===== src/rtl/if_fetch_unit_if.sv =====
// Instruction-memory read port between the fetch unit (master) and memory (slave).
// One request outstanding at a time; ack may arrive in the same cycle as req.
interface if_fetch_unit_if;
  logic        imem_req;
  logic [31:0] imem_addr;
  logic        imem_ack;
  logic [31:0] imem_rdata;

  modport master (
    output imem_req,
    output imem_addr,
    input  imem_ack,
    input  imem_rdata
  );

  modport slave (
    input  imem_req,
    input  imem_addr,
    output imem_ack,
    output imem_rdata
  );
endinterface


===== src/rtl/if_fetch_unit.sv =====
// Instruction-fetch front end: issues imem reads, holds the result in IF/ID with a one-entry skid.
// Optional macro FETCH_MISALIGN_TRAP_EN turns misaligned pcs into NOP entries tagged id_misalign.
module if_fetch_unit #(
  parameter logic [31:0] RESET_PC = 32'h0100_0000,
  parameter logic [31:0] NOP_INSN = 32'h0000_0013
) (
  input  logic            clock,
  input  logic            reset,
  input  logic [31:0]     i_pc_in,
  output logic            o_pc_advance,
  input  logic            i_flush,
  if_fetch_unit_if.master imem,
  input  logic            i_id_stall,
  output logic            o_id_valid,
  output logic [31:0]     o_id_pc,
  output logic [31:0]     o_id_insn
`ifdef FETCH_MISALIGN_TRAP_EN
  ,
  output logic            o_id_misalign
`endif
);

  typedef enum logic [1:0] {
    S_ISSUE = 2'd0,
    S_WAIT  = 2'd1,
    S_FULL  = 2'd2
  } state_t;

  state_t      r_state;
  logic        r_drop;
  logic [31:0] r_req_addr;
  logic [31:0] r_skid_pc;
  logic [31:0] r_skid_insn;
  logic        r_id_valid;
  logic [31:0] r_id_pc;
  logic [31:0] r_id_insn;
`ifdef FETCH_MISALIGN_TRAP_EN
  logic        r_skid_mis;
  logic        r_id_mis;
`endif

  logic        w_requesting;
  logic        w_misalign;
  logic        w_ack;
  logic        w_accept;
  logic        w_slot_free;
  logic [31:0] w_addr;
  logic [31:0] w_data;

  always_comb begin
    // NOTE: every signal gets a value on every path through this block so no latch is inferred.
    w_requesting = (r_state != S_FULL) && !reset;
`ifdef FETCH_MISALIGN_TRAP_EN
    w_misalign   = (r_state == S_ISSUE) && (i_pc_in[1:0] != 2'b00);
`else
    w_misalign   = 1'b0;
`endif
    w_addr       = (r_state == S_ISSUE) ? i_pc_in : r_req_addr;
    // A misaligned entry completes at once, as if memory had acked a NOP.
    w_ack        = w_requesting && (w_misalign || imem.imem_ack);
    w_accept     = w_ack && !i_flush && !r_drop;
    w_data       = w_misalign ? NOP_INSN : imem.imem_rdata;
    w_slot_free  = !r_id_valid || !i_id_stall;
  end

  assign imem.imem_req  = w_requesting && !w_misalign;
  assign imem.imem_addr = w_addr;
  assign o_pc_advance   = w_accept;
  assign o_id_valid     = r_id_valid;
  assign o_id_pc        = r_id_pc;
  assign o_id_insn      = r_id_insn;
`ifdef FETCH_MISALIGN_TRAP_EN
  assign o_id_misalign  = r_id_mis;
`endif

  // NOTE: state is written with non-blocking assignments so every register samples pre-edge values.
  always_ff @(posedge clock) begin
    if (reset) begin
      r_state     <= S_ISSUE;
      r_drop      <= 1'b0;
      r_req_addr  <= 32'h0;
      r_skid_pc   <= 32'h0;
      r_skid_insn <= NOP_INSN;
      r_id_valid  <= 1'b0;
      r_id_pc     <= RESET_PC;
      r_id_insn   <= NOP_INSN;
`ifdef FETCH_MISALIGN_TRAP_EN
      r_skid_mis  <= 1'b0;
      r_id_mis    <= 1'b0;
`endif
    end else if (i_flush) begin
      r_id_valid  <= 1'b0;
      r_id_insn   <= NOP_INSN;
      r_skid_pc   <= 32'h0;
      r_skid_insn <= NOP_INSN;
`ifdef FETCH_MISALIGN_TRAP_EN
      r_skid_mis  <= 1'b0;
      r_id_mis    <= 1'b0;
`endif
      // A request already on the bus cannot be withdrawn: wait out its ack and discard it.
      if (r_state != S_FULL && !w_ack) begin
        r_drop  <= 1'b1;
        r_state <= S_WAIT;
        if (r_state == S_ISSUE) r_req_addr <= i_pc_in;
      end else begin
        r_drop  <= 1'b0;
        r_state <= S_ISSUE;
      end
    end else begin
      if (r_id_valid && !i_id_stall) r_id_valid <= 1'b0;
      case (r_state)
        S_ISSUE, S_WAIT: begin
          if (r_state == S_ISSUE) r_req_addr <= i_pc_in;
          if (w_ack) begin
            r_drop  <= 1'b0;
            r_state <= S_ISSUE;
            if (w_accept) begin
              if (w_slot_free) begin
                r_id_valid <= 1'b1;
                r_id_pc    <= w_addr;
                r_id_insn  <= w_data;
`ifdef FETCH_MISALIGN_TRAP_EN
                r_id_mis   <= w_misalign;
`endif
              end else begin
                r_skid_pc   <= w_addr;
                r_skid_insn <= w_data;
`ifdef FETCH_MISALIGN_TRAP_EN
                r_skid_mis  <= w_misalign;
`endif
                r_state     <= S_FULL;
              end
            end
          end else begin
            r_state <= S_WAIT;
          end
        end
        S_FULL: begin
          if (w_slot_free) begin
            r_id_valid  <= 1'b1;
            r_id_pc     <= r_skid_pc;
            r_id_insn   <= r_skid_insn;
`ifdef FETCH_MISALIGN_TRAP_EN
            r_id_mis    <= r_skid_mis;
            r_skid_mis  <= 1'b0;
`endif
            r_skid_pc   <= 32'h0;
            r_skid_insn <= NOP_INSN;
            r_state     <= S_ISSUE;
          end
        end
        default: r_state <= S_ISSUE;
      endcase
    end
  end

endmodule


===== src/flat_wrapper.sv =====
// flat-port wrapper written by rule: the top's interface ports become plain ports
module if_fetch_unit_flat 
#(
  parameter logic [31:0] RESET_PC = 32'h0100_0000,
  parameter logic [31:0] NOP_INSN = 32'h0000_0013
)
  (clock, reset, i_pc_in, o_pc_advance, i_flush, i_id_stall, o_id_valid, o_id_pc, o_id_insn, imem_imem_req, imem_imem_addr, imem_imem_ack, imem_imem_rdata);
  if_fetch_unit_if imem_i ();
  input  logic clock;
  input  logic reset;
  input  logic [31:0] i_pc_in;
  output logic o_pc_advance;
  input  logic i_flush;
  input  logic i_id_stall;
  output logic o_id_valid;
  output logic [31:0] o_id_pc;
  output logic [31:0] o_id_insn;
  output wire logic [$bits(imem_i.imem_req)-1:0] imem_imem_req;
  output wire logic [$bits(imem_i.imem_addr)-1:0] imem_imem_addr;
  input wire logic [$bits(imem_i.imem_ack)-1:0] imem_imem_ack;
  input wire logic [$bits(imem_i.imem_rdata)-1:0] imem_imem_rdata;
  assign imem_imem_req = imem_i.imem_req;
  assign imem_imem_addr = imem_i.imem_addr;
  assign imem_i.imem_ack = imem_imem_ack;
  assign imem_i.imem_rdata = imem_imem_rdata;
  if_fetch_unit #(.RESET_PC(RESET_PC), .NOP_INSN(NOP_INSN)) u_core (.clock(clock), .reset(reset), .i_pc_in(i_pc_in), .o_pc_advance(o_pc_advance), .i_flush(i_flush), .imem(imem_i), .i_id_stall(i_id_stall), .o_id_valid(o_id_valid), .o_id_pc(o_id_pc), .o_id_insn(o_id_insn));
endmodule

===== config.mk =====
export PLATFORM = sky130hd
export DESIGN_NAME = if_fetch_unit_flat
export DESIGN_NICKNAME = d
export VERILOG_FILES = /design/src/rtl/if_fetch_unit_if.sv /design/src/rtl/if_fetch_unit.sv /design/src/flat_wrapper.sv
export SDC_FILE = /design/constraint.sdc
export NUM_CORES = 1
export LEC_CHECK = 0
export ABC_AREA = 1
export ABC_CLOCK_PERIOD_IN_PS = 2690
export BUFFER_PORTS_ARGS = -buffer_cell sky130_fd_sc_hd__buf_4
export CAP_MARGIN = 10
export CELL_PAD_IN_SITES_DETAIL_PLACEMENT = 1
export CELL_PAD_IN_SITES_GLOBAL_PLACEMENT = 2
export CORE_MARGIN = 3
export CORE_UTILIZATION = 32
export CTS_BUF_LIST = sky130_fd_sc_hd__clkbuf_2 sky130_fd_sc_hd__clkbuf_4 sky130_fd_sc_hd__clkbuf_8
export DETAILED_ROUTE_END_ITERATION = 8
export PLACE_DENSITY = 0.93
export SYNTH_ARGS = -nofsm -noshare
export SYNTH_HDL_FRONTEND = slang
export SYNTH_SLANG_ARGS = --single-unit

===== constraint.sdc =====
create_clock -name clock -period 2.69 [get_ports clock]
set_input_delay 0.1345 -clock clock [delete_from_list [all_inputs] [get_ports clock]]
set_output_delay 0.1345 -clock clock [all_outputs]
set_load 0.02 [all_outputs]

After elaboration in Yosys (flattened, before gate mapping) --
Cells that the tools add are included.
Cells by class: multiplexer cells 40, equal/unequal tests 10, reduce and logical (&&, ||, !) cells 24, bitwise logic cells 1
Operators by type and width (count):
- $mux W32 | 20
- $pmux W32 S2 | 4
- $mux W2 | 5
- $reduce_and A5 Y1 | 2
- $mux W1 | 9
- $ne A2 B1 Y1 const B | 4
- $logic_and A1 B1 Y1 | 6
- $logic_not A1 Y1 | 6
- $ne A2 B2 Y1 const B | 3
- $reduce_and A6 Y1 | 1
- $reduce_bool A2 Y1 | 3
- $pmux W2 S2 | 1
- $reduce_and A2 Y1 | 2
- $reduce_or A2 Y1 | 2
- $ne A3 B2 Y1 const B | 1
- $eq A2 B1 Y1 const B | 1
- $eq A2 B2 Y1 const B | 1
- $logic_not A2 Y1 | 1
- $pmux W1 S2 | 1
- $logic_or A1 B1 Y1 | 1
- $not A1 Y1 | 1
Storage, ports and cells: flip-flop bits (word level) 164, bits of input ports 69, word-level logic and storage cells 83

Longest topological paths before layout --
Gate-level depths: netlist of run 1.
depth after elaboration 9, gate-level depth with buffers 12, gate-level depth less buffers 8

Worst setup path before layout of run 1 --
No wires, ideal clock.
path kind reg2reg, start register u_core.r_id_valid, in the netlist u_core.o_id_valid, end register u_core.r_skid_insn[22], buffers on the path 3, arrival time 1.402 ns, cell stages (with the launch flop) 9, setup time 0.113 ns, required time 2.577 ns, path slack 1.176 ns, cells stage by stage dfxtp_1 -> nand2_1 -> a21oi_1 -> nand3_1 -> buf_4 -> buf_6 -> buf_4 -> nor2_1 -> nor2_1
On the way: cells in the longest elaborated chain, start to end 4, elaborated cells between the ends (all ways) 5, classes of those cells eq/ne (2); reduce/logical (3)
RTL lines:
- from (decl) | RTL line if_fetch_unit.sv:34 | logic r_id_valid;
- from (signal assigned) | RTL line if_fetch_unit.sv:84 | r_id_valid <= 1'b0;
- from (signal assigned) | RTL line if_fetch_unit.sv:92 | r_id_valid <= 1'b0;
- from (signal assigned) | RTL line if_fetch_unit.sv:110 | if (r_id_valid && !i_id_stall) r_id_valid <= 1'b0;
- $logic_not A1 Y1 (*) | RTL line if_fetch_unit.sv:63 | w_slot_free = !r_id_valid || !i_id_stall;
- $logic_or A1 B1 Y1 (*) | RTL line if_fetch_unit.sv:63
- $ne A2 B2 Y1 (no source line) or $ne A2 B1 Y1 (tied branches)
- $reduce_and A5 Y1 (no source line) (*)
- to (signal assigned) | RTL line if_fetch_unit.sv:127 | r_skid_insn <= w_data;
- to (decl) | RTL line if_fetch_unit.sv:33 | logic [31:0] r_skid_insn;
Mark *: on every way between the ends. The rest lies on a longest branch, timed or not. A chain may end at the register's enable or synchronous reset.

Worst setup path after layout of run 1 --
start register u_core.r_state[1], end output port imem_imem_addr[1]
On the way: cells in the longest elaborated chain, start to end 2
RTL lines:
- from (decl) | RTL line if_fetch_unit.sv:29 | state_t r_state;
- from (signal assigned) | RTL line if_fetch_unit.sv:79 | r_state <= S_ISSUE;
- from (signal assigned) | RTL line if_fetch_unit.sv:103 | r_state <= S_WAIT;
- from (signal assigned) | RTL line if_fetch_unit.sv:107 | r_state <= S_ISSUE;
- $logic_not A2 Y1 | RTL line if_fetch_unit.sv:58 | w_addr = (r_state == S_ISSUE) ? i_pc_in : r_req_addr;
- $mux W32 | RTL line if_fetch_unit.sv:58
- to (decl) | RTL line flat_wrapper.sv:19 | output wire logic [$bits(imem_i.imem_addr)-1:0] imem_imem_addr;
No other way between the ends.

==> flow_summary.ini, run 1 <==
[sta]
period_needed_ps = 2290
fin_crit_sh_pct = 85.2
hold_viol_final = 0
final_max_slew_viol_count = 0
clock.fmax_ghz = 0.436
skew_ps = 17.4
grt_setup_unrepaired = false
tns_ps = 0
max_slew_margin_pct = 57.6
worst_slack_ps = 398
setup_viol = 0
holdWs_ps = 36.4
worst_pin_slew_ps = 636

[global_route]
grt_pass1_vias = 8533
grt.overflow.total = 0
grt_pass1_wl_mm = 42.0
grt_usage_pct = 19.3
grt.met1_usage_pct = 24.8
gr-usage-met3_pct = 3.45
grt_max_degree = 123
grt_util_met2_pct = 33.2
antenna_found_initial = 0
busiest_layer = met2

[critical_path]
critical_path.top_delay_family = buffers and inverters
crit_slowest_cell = dfxtp_1
start_kind = register
cp_data_arrival_time_ps = 2160
cpMostUsedCell = buf_4
path_class = reg -> out
critPathMaxStageDelay_ps = 500
path_buf_inv = 3
crit_chain = buf_4, nor2_2, buf_4, nand2_1, nand2_1, buf_4
cp_data_required_time_ps = 2560
worstSetupEndpointType = output pin
critPathMaxFanout = 33

[synth]
synth_warnings = 0
syn-num-nets = 1339
yosysSeqAreaShare_pct = 41.3
syn_area_per_cell_um2 = 6.26
ys_ff_latch = 164
synth_area_um2 = 7950
synth_cell_types = 23
syn_inst = 1270

[power_and_ir_drop]
power_density_nw_per_um2 = 523
p_leak_nw = 5.14
ir_worst_vdd_mv = 0.258

[routing]
vias = 8322
drt_first_pass_iters = 4
routed_via_density = 4.74
drtIter0Drc = 393
antenna_left = 0
wl_per_cell_um = 14.6
wl_mm = 25.6
drc = 0

[run]
max_cap_violations = 0

[floorplanning]
core_um2 = 24400
die_w_um = 164
io_pins = 168
start_util_pct = 32.6
dieArea_um2 = 26800
fp.dieH_um = 164
rows = 57

[clock_network]
clk_latency_ps = 450
clock_sinks = 164
htree_levels = 4
cts-buffers-inserted = 17
root_buffer = clkbuf_8
clk_pin_slew_worst_paths_ps = 90
clockBufferDepth = 2
cts_setup_buffers = 0
cts_tree = built

[finish]
nets = 1488
area_delta_synth_final_pct = 28.0
antenna_cells = 0
drive_gt1_share_pct = 17.2

[placement]
io_buffers = 167
place.gp.congestion = 0.787
place_hpwl_mm = 17.1
place_ws_ps = 465

[run_status]
outcome = finished, final reports clean

[min_path]
hp-class = in -> reg
==> metrics by stage <==
stage          area, µm²  utilization, %  power, W  cells
6_report           10200            41.7   0.00532   1756
3_5_place_dp        9470            38.8   0.00328   1699
4_1_cts            10200            41.7   0.00539   1756
3_3_place_gp        9470            38.8   0.00327   1699
5_1_grt            10200            41.7   0.00557   1756
2_1_floorplan       7950               -   0.00296   1270
==> state kept, by name, indices dropped and copies added, names as in the netlist <==
name,flops
u_core.r_req_addr,32
u_core.o_id_pc,32
u_core.r_skid_pc,32
u_core.r_skid_insn,32
u_core.o_id_insn,32
u_core.o_id_valid,1
u_core.r_state,2
u_core.r_drop,1
==> timing repair <==
action                                 CTS  global route
hold buffers                            25             0
endpoints found under the hold margin   25             0
resized for setup                        0             0
==> placed cells by master (no fill, tap or decap), types with 2 or more instances in the layout <==
master         synthesis  final
inv_6                  0      6
nor2_2                 2      3
clkinv_2               0      2
nand3_1               43     42
buf_4                  6    192
nand3_2                2      2
nor2_1               199    197
inv_2                  4      4
a21oi_1               78     77
bufinv_16              0      4
dlygate4sd3_1          0     25
buf_12                 0      4
inv_1                145    145
inv_8                  0      2
nand4_1               45     45
or2_2                  3      3
o21ai_0               74     74
nand2_2                1      2
dfxtp_1              164    164
o21ai_1               20     20
nand2_1              395    394
clkbuf_8               0     17
==> Yosys cell counts <==
cell | number | area [µm²]
clkbuf_1 | 42 | 158
buf_6 | 3 | 33.8
clkinv_1 | 1 | 3.75
nor2_1 | 199 | 747
inv_1 | 145 | 544
a31oi_1 | 1 | 6.26
buf_1 | 6 | 22.5
nor2_2 | 2 | 12.5
nand2_2 | 1 | 6.26
nand3_2 | 2 | 20.0
o21ai_0 | 74 | 370
dfxtp_1 | 164 | 3280
nand4_1 | 45 | 282
nand2_4 | 1 | 11.3
inv_2 | 4 | 15.0
or2_2 | 3 | 18.8
a21oi_1 | 78 | 390
o211ai_1 | 1 | 7.51
buf_4 | 6 | 45.0
buf_2 | 34 | 170
nand2_1 | 395 | 1480
o21ai_1 | 20 | 100
nand3_1 | 43 | 215
==> power breakdown <==
| part | switching (W) | internal (W) |
|---|---|---|
| logic | 0.000455 | 0.000292 |
| clock network | 0.00102 | 0.00104 |
| registers | 0.0000296 | 0.00248 |
==> area by class of cell <==
cell class / count / area, µm²
clock inverters: 15 / 214
flip-flops and latches: 164 / 3280
clock buffers: 17 / 234
fillers: 3219 / 14200
multi-input cells: 865 / 3700
inverters: 150 / 563
repair buffers: 221 / 1770
well taps: 324 / 405
==> kinds of logic (layout without fill, tap and decap cells) <==
group | Yosys count | count (layout) | synth area share [%]
simple gates | 691 | 691 | 35.2
buf+inv | 241 | 403 | 12.5
flops | 164 | 164 | 41.3
compound gates | 174 | 174 | 11.0
==> layer usage <==
| layer | share of wire (%) | wire length [µm] |
|---|---|---|
| met1 | 46 | 11900 |
| met2 | 48 | 12400 |
| met3 | 4.1 | 1060 |
| met4 | 1.1 | 286 |
| met5 | 0 | 0 |
==> tightest hold or removal path, stage by stage <==
cell and delay, ps:
buf_4 120, nand4_1 110, a21oi_1 70
==> final timing paths <==
path	startpoint	to	slack [ps]	cells past startpoint
setup / recovery	u_core.r_state[1]$_SDFFE_PP0P_	imem_imem_addr[1]	400	6
hold / removal	i_id_stall	u_core.r_state[1]$_SDFFE_PP0P_	40	3
setup reg to reg	u_core.r_state[1]$_SDFFE_PP0P_	u_core.r_skid_pc[19]$_SDFFE_PP0P_	440	9
hold reg to reg	u_core.r_skid_insn[4]$_SDFFE_PP1P_	u_core.r_skid_insn[4]$_SDFFE_PP1P_	470	2
Note: power is estimated with default switching activity, not from simulation.
==> inputs of run 2 (changes only) <==
- CTS_CLUSTER_DIAMETER: not set -> 200
- REMOVE_ABC_BUFFERS: not set -> 1
==> run 2 against run 1 <==
Net effect:
- setup slack better by 21 ps
- non-clock buffer count is 8 lower
- clock skew decreased by 2.6 ps
- critical path depth rose by 4
- first-iteration DRC count is 7.4% lower
- clock-buffer cell count is 4 higher
- total power is 4.8% lower
- maximum frequency is 0.93% higher
- core utilization fell by 0.41 points
- largest power group unchanged
==> flow_summary.ini, run 2 (same netlist as run 1, synthesis figures left out) <==
[run_status]
outcome = finished, final reports clean

[global_route]
grt_max_degree = 80
antenna_found_initial = 0
grt_pass1_wl_mm = 41.1
grt_usage_pct = 18.8
grt_pass1_vias = 8265
grt.overflow.total = 0

[routing]
vias = 8278
drc = 0
drtIter0Drc = 364
wl_per_cell_um = 14.5
antenna_left = 0
routed_via_density = 4.74
wl_mm = 25.3
drt_first_pass_iters = 4

[floorplanning]
die_w_um = 164
rows = 57
io_pins = 168
core_um2 = 24400
dieArea_um2 = 26800
start_util_pct = 32.6
fp.dieH_um = 164

[placement]
numPlacedInstances = 1694
place.gp.congestion = 0.751
io_buffers = 167
place_hpwl_mm = 16.5
place_ws_ps = 456

[power_and_ir_drop]
power.total_w = 0.00507
ir_worst_vdd_mv = 0.218
p_leak_nw = 5.07
power_density_nw_per_um2 = 503

[run]
max_cap_violations = 0

[clock_network]
clk_pin_slew_worst_paths_ps = 90
cts-buffers-inserted = 17
clk_latency_ps = 450
cts_setup_buffers = 0
cts_tree = built
clock_sinks = 164
htree_levels = 4
root_buffer = clkbuf_8
cts_resized = 0
clockBufferDepth = 2

[min_path]
min_to = u_core.r_skid_insn[22]$_SDFFE_PP0P_
hp-class = in -> reg
hold_depth = 5
holdCritStartpoint = imem_imem_rdata[22]

[sta]
hold_viol_final = 0
period_needed_ps = 2270
grt_setup_unrepaired = false
setup_viol = 0
worst_slack_ps = 419
final_max_slew_viol_count = 0
max_slew_margin_pct = 50.3
clock.fmax_ghz = 0.440
worst_pin_slew_ps = 745
fin_crit_sh_pct = 84.4
tns_ps = 0
skew_ps = 14.8

[critical_path]
critPathMaxFanout = 51
reg2reg_setup_slack_ps = 420
rr_endpoint = u_core.o_id_insn[11]$_SDFFE_PP0P_
r2r_cells = 10
worstSetupEndpointType = register
start_kind = register
path_class = reg -> reg
regToRegStartpoint = u_core.r_state[0]$_SDFFE_PP0P_
cp_data_required_time_ps = 3060
cp_data_arrival_time_ps = 2650

[finish]
layout_commonest_cell = nand2_1
nets = 1480
antenna_cells = 0
final_cells = 1746
area_delta_synth_final_pct = 26.7
final_cell_mix = nand2_1 (394), nor2_1 (197), buf_4 (187), dfxtp_1 (163), inv_1 (145)
drive_gt1_share_pct = 16.9
[run 2: changes by cell type in the layout (fill, tap and decap cells not counted), moves of 2 or more]
cell,change
clkbuf_8,+3
inv_6,-6
buf_4,-5
clkinvlp_4,+4
inv_8,-2
dlygate4sd3_1,-3
bufinv_16,-2
[run 2: worst max-delay path, stage by stage, from the launching register on]
cell and delay, ps:
dfxtp_1 350, inv_2 70, nand2_8 220, nand4_1 180, nand2_2 130, buf_4 470, nand2_2 90, nor2_2 90
buf_4 330, nor2_1 90, nor2_1 130
[run 2: what timing repair did]
action                                  4_1_cts  5_1_grt
endpoints found under the setup margin        0        0
hold endpoints to repair                     22        0
hold buffers                                 22        0
[run 2: worst max path at each step]
stage,start,endpoint,slack (ps),depth (start not counted)
final,u_core.r_state[0]$_SDFFE_PP0P_,u_core.o_id_insn[11]$_SDFFE_PP0P_,420,10
after global routing,u_core.r_state[0]$_SDFFE_PP0P_,u_core.o_id_insn[26]$_SDFFE_PP0P_,190,10
after CTS,u_core.r_state[1]$_SDFFE_PP0P_,imem_imem_addr[17],380,6
after detailed placement,u_core.r_state[0]$_SDFFE_PP0P_,u_core.o_id_insn[11]$_SDFFE_PP0P_,460,10
after global placement,u_core.r_state[1]$_SDFFE_PP0P_,u_core.o_id_insn[0]$_SDFFE_PP1P_,520,9
after floorplan,u_core.r_state[0]$_SDFFE_PP0P_,u_core.r_skid_insn[10]$_SDFFE_PP0P_,-3060,7
[run 2: where the power goes]
group	leakage (nW)	internal, W	total, W	switching (W)
logic	3.55	0.000284	0.000729	0.000445
registers	1.33	0.00248	0.00251	0.0000272
clock network	0.189	0.000895	0.00183	0.000934
total	5.07	0.00366	0.00507	0.00141
[run 2: per-layer routing]
metal / vias to the layer above / part of all wire, % / global-route usage (%)
met3: 20 / 2.7 / 2.49
li1: 4199 / - / -
met4: 0 / 1.6 / 6.07
met5: - / 0 / 0
met2: 122 / 50 / 33.5
met1: 3937 / 45 / 23.5
[run 2: stage by stage]
| step | cell area (µm²) | util [%] | hold WS [ps] |
|---|---|---|---|
| after floorplan | 7520 | - | 204 |
| after global placement | 9460 | 38.8 | 374 |
| after detailed placement | 9460 | 38.8 | 382 |
| after CTS | 10100 | 41.3 | 1.16 |
| after global routing | 10100 | 41.3 | 17.8 |
| final | 10100 | 41.3 | 32.4 |
[run 2: cell type report]
class / instances / area [µm²]
Timing Repair Buffer: 213 / 1700
Fill cell: 3218 / 14300
Sequential cell: 164 / 3280
Multi-Input combinational cell: 865 / 3720
Tap cell: 324 / 405
Clock buffer: 21 / 283
Inverter: 150 / 563
Clock inverter: 9 / 105
==> inputs of run 3 (changes only) <==
- ABC_CLOCK_PERIOD_IN_PS: 2690 -> 2000
- CORE_UTILIZATION: 32 -> 27
- PLACE_DENSITY: 0.93 -> 0.84
- clock period: 2.69 -> 2 ns (I/O delays scaled with it)
==> run 3 against run 2 <==
Net effect:
- combinational power is 43% higher
- register-to-register slack worse by 190 ps
- sequential power rose by 34%
- first-iteration DRC count rose by 7.7%
- design area is 4.1% higher
- clock-buffer cell count fell by 3
- setup slack got worse by 310 ps
- critical path type is now reg -> out
- largest power group unchanged
==> flow_summary.ini, run 3 (same netlist as run 1, synthesis figures left out) <==
[run_status]
outcome = finished, final reports clean

[power_and_ir_drop]
p_leak_nw = 5.25
pwr-share-comb_pct = 15.0
switching_power_w = 0.00201
p_int_w = 0.00491
switching_share_pct = 29.1
p_clk_share_pct = 36.4
power_density_nw_per_um2 = 661
ir_worst_vdd_mv = 0.308
pwr-share-seq_pct = 48.7

[sta]
skew_ps = 20.2
final_max_slew_viol_count = 0
clock.fmax_ghz = 0.529
grt_setup_unrepaired = false
max_slew_margin_pct = 67.0
period_needed_ps = 1890
hold_viol_final = 0
fin_crit_sh_pct = 94.5
worst_pin_slew_ps = 496
setup_viol = 0

[finish]
final_cells = 1833
regArea_um2 = 3290
drive_gt1_share_pct = 17.7
layout_commonest_cell = nand2_1
utilization_pct = 36.3
final_cell_mix = nand2_1 (394), nor2_1 (196), buf_4 (189), dfxtp_1 (163), inv_1 (145)
num-fill-cells = 3758
nets = 1504
multiInputGateArea_um2 = 3740
area_delta_synth_final_pct = 32.0

[clock_network]
clk_pin_slew_worst_paths_ps = 90
cts-buffers-inserted = 17
htree_levels = 4
clockBufferDepth = 2
clock_sinks = 164
cts_tree = built
clk_latency_ps = 470
root_buffer = clkbuf_8

[floorplanning]
rows = 62
fp.dieH_um = 178
start_util_pct = 27.5
core_um2 = 28900
die_w_um = 178
dieArea_um2 = 31500
io_pins = 168

[critical_path]
rr_endpoint = u_core.r_state[1]$_SDFFE_PP0P_
setup.worst_path.end = imem_imem_addr[28]
cp_data_required_time_ps = 1900
path_buf_inv = 4
regToRegStartpoint = u_core.r_state[0]$_SDFFE_PP0P_
path_class = reg -> out
startpoint = u_core.r_state[0]$_SDFFE_PP0P_
critPathMaxFanout = 35
cp_data_arrival_time_ps = 1790
r2r_cells = 7
critPathMaxStageDelay_ps = 370
critical_path.top_delay_family = buffers and inverters
cp.depth = 7
crit_chain = buf_6, nor2_4, buf_12, nand2_1, nand2_1, buf_4, buf_4
reg2reg_setup_slack_ps = 230
worstSetupEndpointType = output pin
start_kind = register
crit_slowest_cell = dfxtp_1

[routing]
wl_per_cell_um = 14.4
drtIter0Drc = 392
antenna_left = 0
drc = 0
wl_mm = 26.4
routed_via_density = 4.56
drt_first_pass_iters = 4
vias = 8365

[global_route]
grt_util_met2_pct = 29.7
grt.overflow.total = 0
grt_pass1_wl_mm = 42.3
busiest_layer = met2
antenna_found_initial = 1
gr-usage-met3_pct = 2.23
grt_usage_pct = 16.6
grt_max_degree = 81
grt_pass1_vias = 8332
grt.met1_usage_pct = 20.6

[placement]
io_buffers = 167
place_hpwl_mm = 17.5
place.gp.congestion = 0.765
numPlacedInstances = 1761

[run]
max_cap_violations = 0

[min_path]
hp-class = in -> reg
==> run 3: cell types whose count changed in the layout (fill, tap and decap cells not counted), sizes merged <==
| cell | previous run | this run |
|---|---|---|
| buf | 191 | 201 |
| bufbuf | 0 | 1 |
| clkbuf | 21 | 18 |
| clkinv | 4 | 7 |
| clkinvlp | 4 | 1 |
| diode | 0 | 1 |
| dlygate4sd3 | 22 | 34 |
| inv | 149 | 154 |
| nand2 | 397 | 398 |
==> run 3: final cells by class <==
| cell class | instances | share of cell area, % |
|---|---|---|
| sequential | 164 | 31.4 |
| clock inverter | 14 | 1.44 |
| multi-input combinational | 866 | 35.7 |
| inverter | 150 | 5.37 |
| timing repair buffer | 236 | 19.2 |
| antenna | 1 | 0.0239 |
| clock buffer | 18 | 2.36 |
| tap | 384 | 4.58 |
==> run 3: metrics by stage <==
stage	power, W	setup TNS [ps]	instance area [µm²]	setup WS (ps)	hold slack, ps
after floorplan	0.00395	-415870	7520	-3750	169
after global placement	0.00443	0	9650	244	341
after detailed placement	0.00444	0	9650	146	350
after CTS	0.00706	0	10500	32.5	1.65
after global routing	0.00729	0	10500	14.5	27.7
final	0.00693	0	10500	110	32.0
==> run 3: power by group through the flow <==
stage	combinational [W]	clock, W	sequential (W)
final	0.00104	0.00252	0.00337
after global routing	0.00115	0.00276	0.00338
after CTS	0.00105	0.00264	0.00337
after detailed placement	0.000988	0	0.00345
after global placement	0.000979	0	0.00345
after floorplan	0.000468	0	0.00348
==> run 3: worst min-delay path by stage <==
stage | start | to | slack, ps | cells past startpoint
2_1_floorplan | reset | u_core.r_drop$_SDFFE_PP0P_ | 170 | 1
3_3_place_gp | imem_imem_rdata[3] | u_core.r_skid_insn[3]$_SDFFE_PP0P_ | 340 | 3
3_5_place_dp | imem_imem_rdata[16] | u_core.r_skid_insn[16]$_SDFFE_PP0P_ | 350 | 3
4_1_cts | imem_imem_rdata[13] | u_core.r_skid_insn[13]$_SDFFE_PP0P_ | 2 | 5
5_1_grt | imem_imem_rdata[13] | u_core.r_skid_insn[13]$_SDFFE_PP0P_ | 30 | 5
6_report | imem_imem_rdata[20] | u_core.r_skid_insn[20]$_SDFFE_PP0P_ | 30 | 5
==> run 3: routing by layer <==
layer  up-vias  routed length, µm  share of wire, %
li1       4260                  -                 -
met1      3979              12000                45
met2       104              13200                50
met3        22                771               2.9
met4         0                425               1.6
met5         -                  0                 0
==> run 3: worst register-to-register path, cell delays in order (launching register included) <==
cell	delay (ps)
dfxtp_1	370
inv_2	100
nand2_8	170
nand4_1	150
inv_1	130
nand4_1	110
a21oi_1	130
dlygate4sd3_1	550
==> run 3: repair_timing <==
item / 4_1_cts / 5_1_grt
pin swaps: 2 / 1
hold buffers: 34 / 0
gates cloned: 1 / 1
buffers inserted: 1 / 2
endpoints found under the setup margin: 32 / 11
endpoints found under the hold margin: 36 / 0
resized for setup: 8 / 2
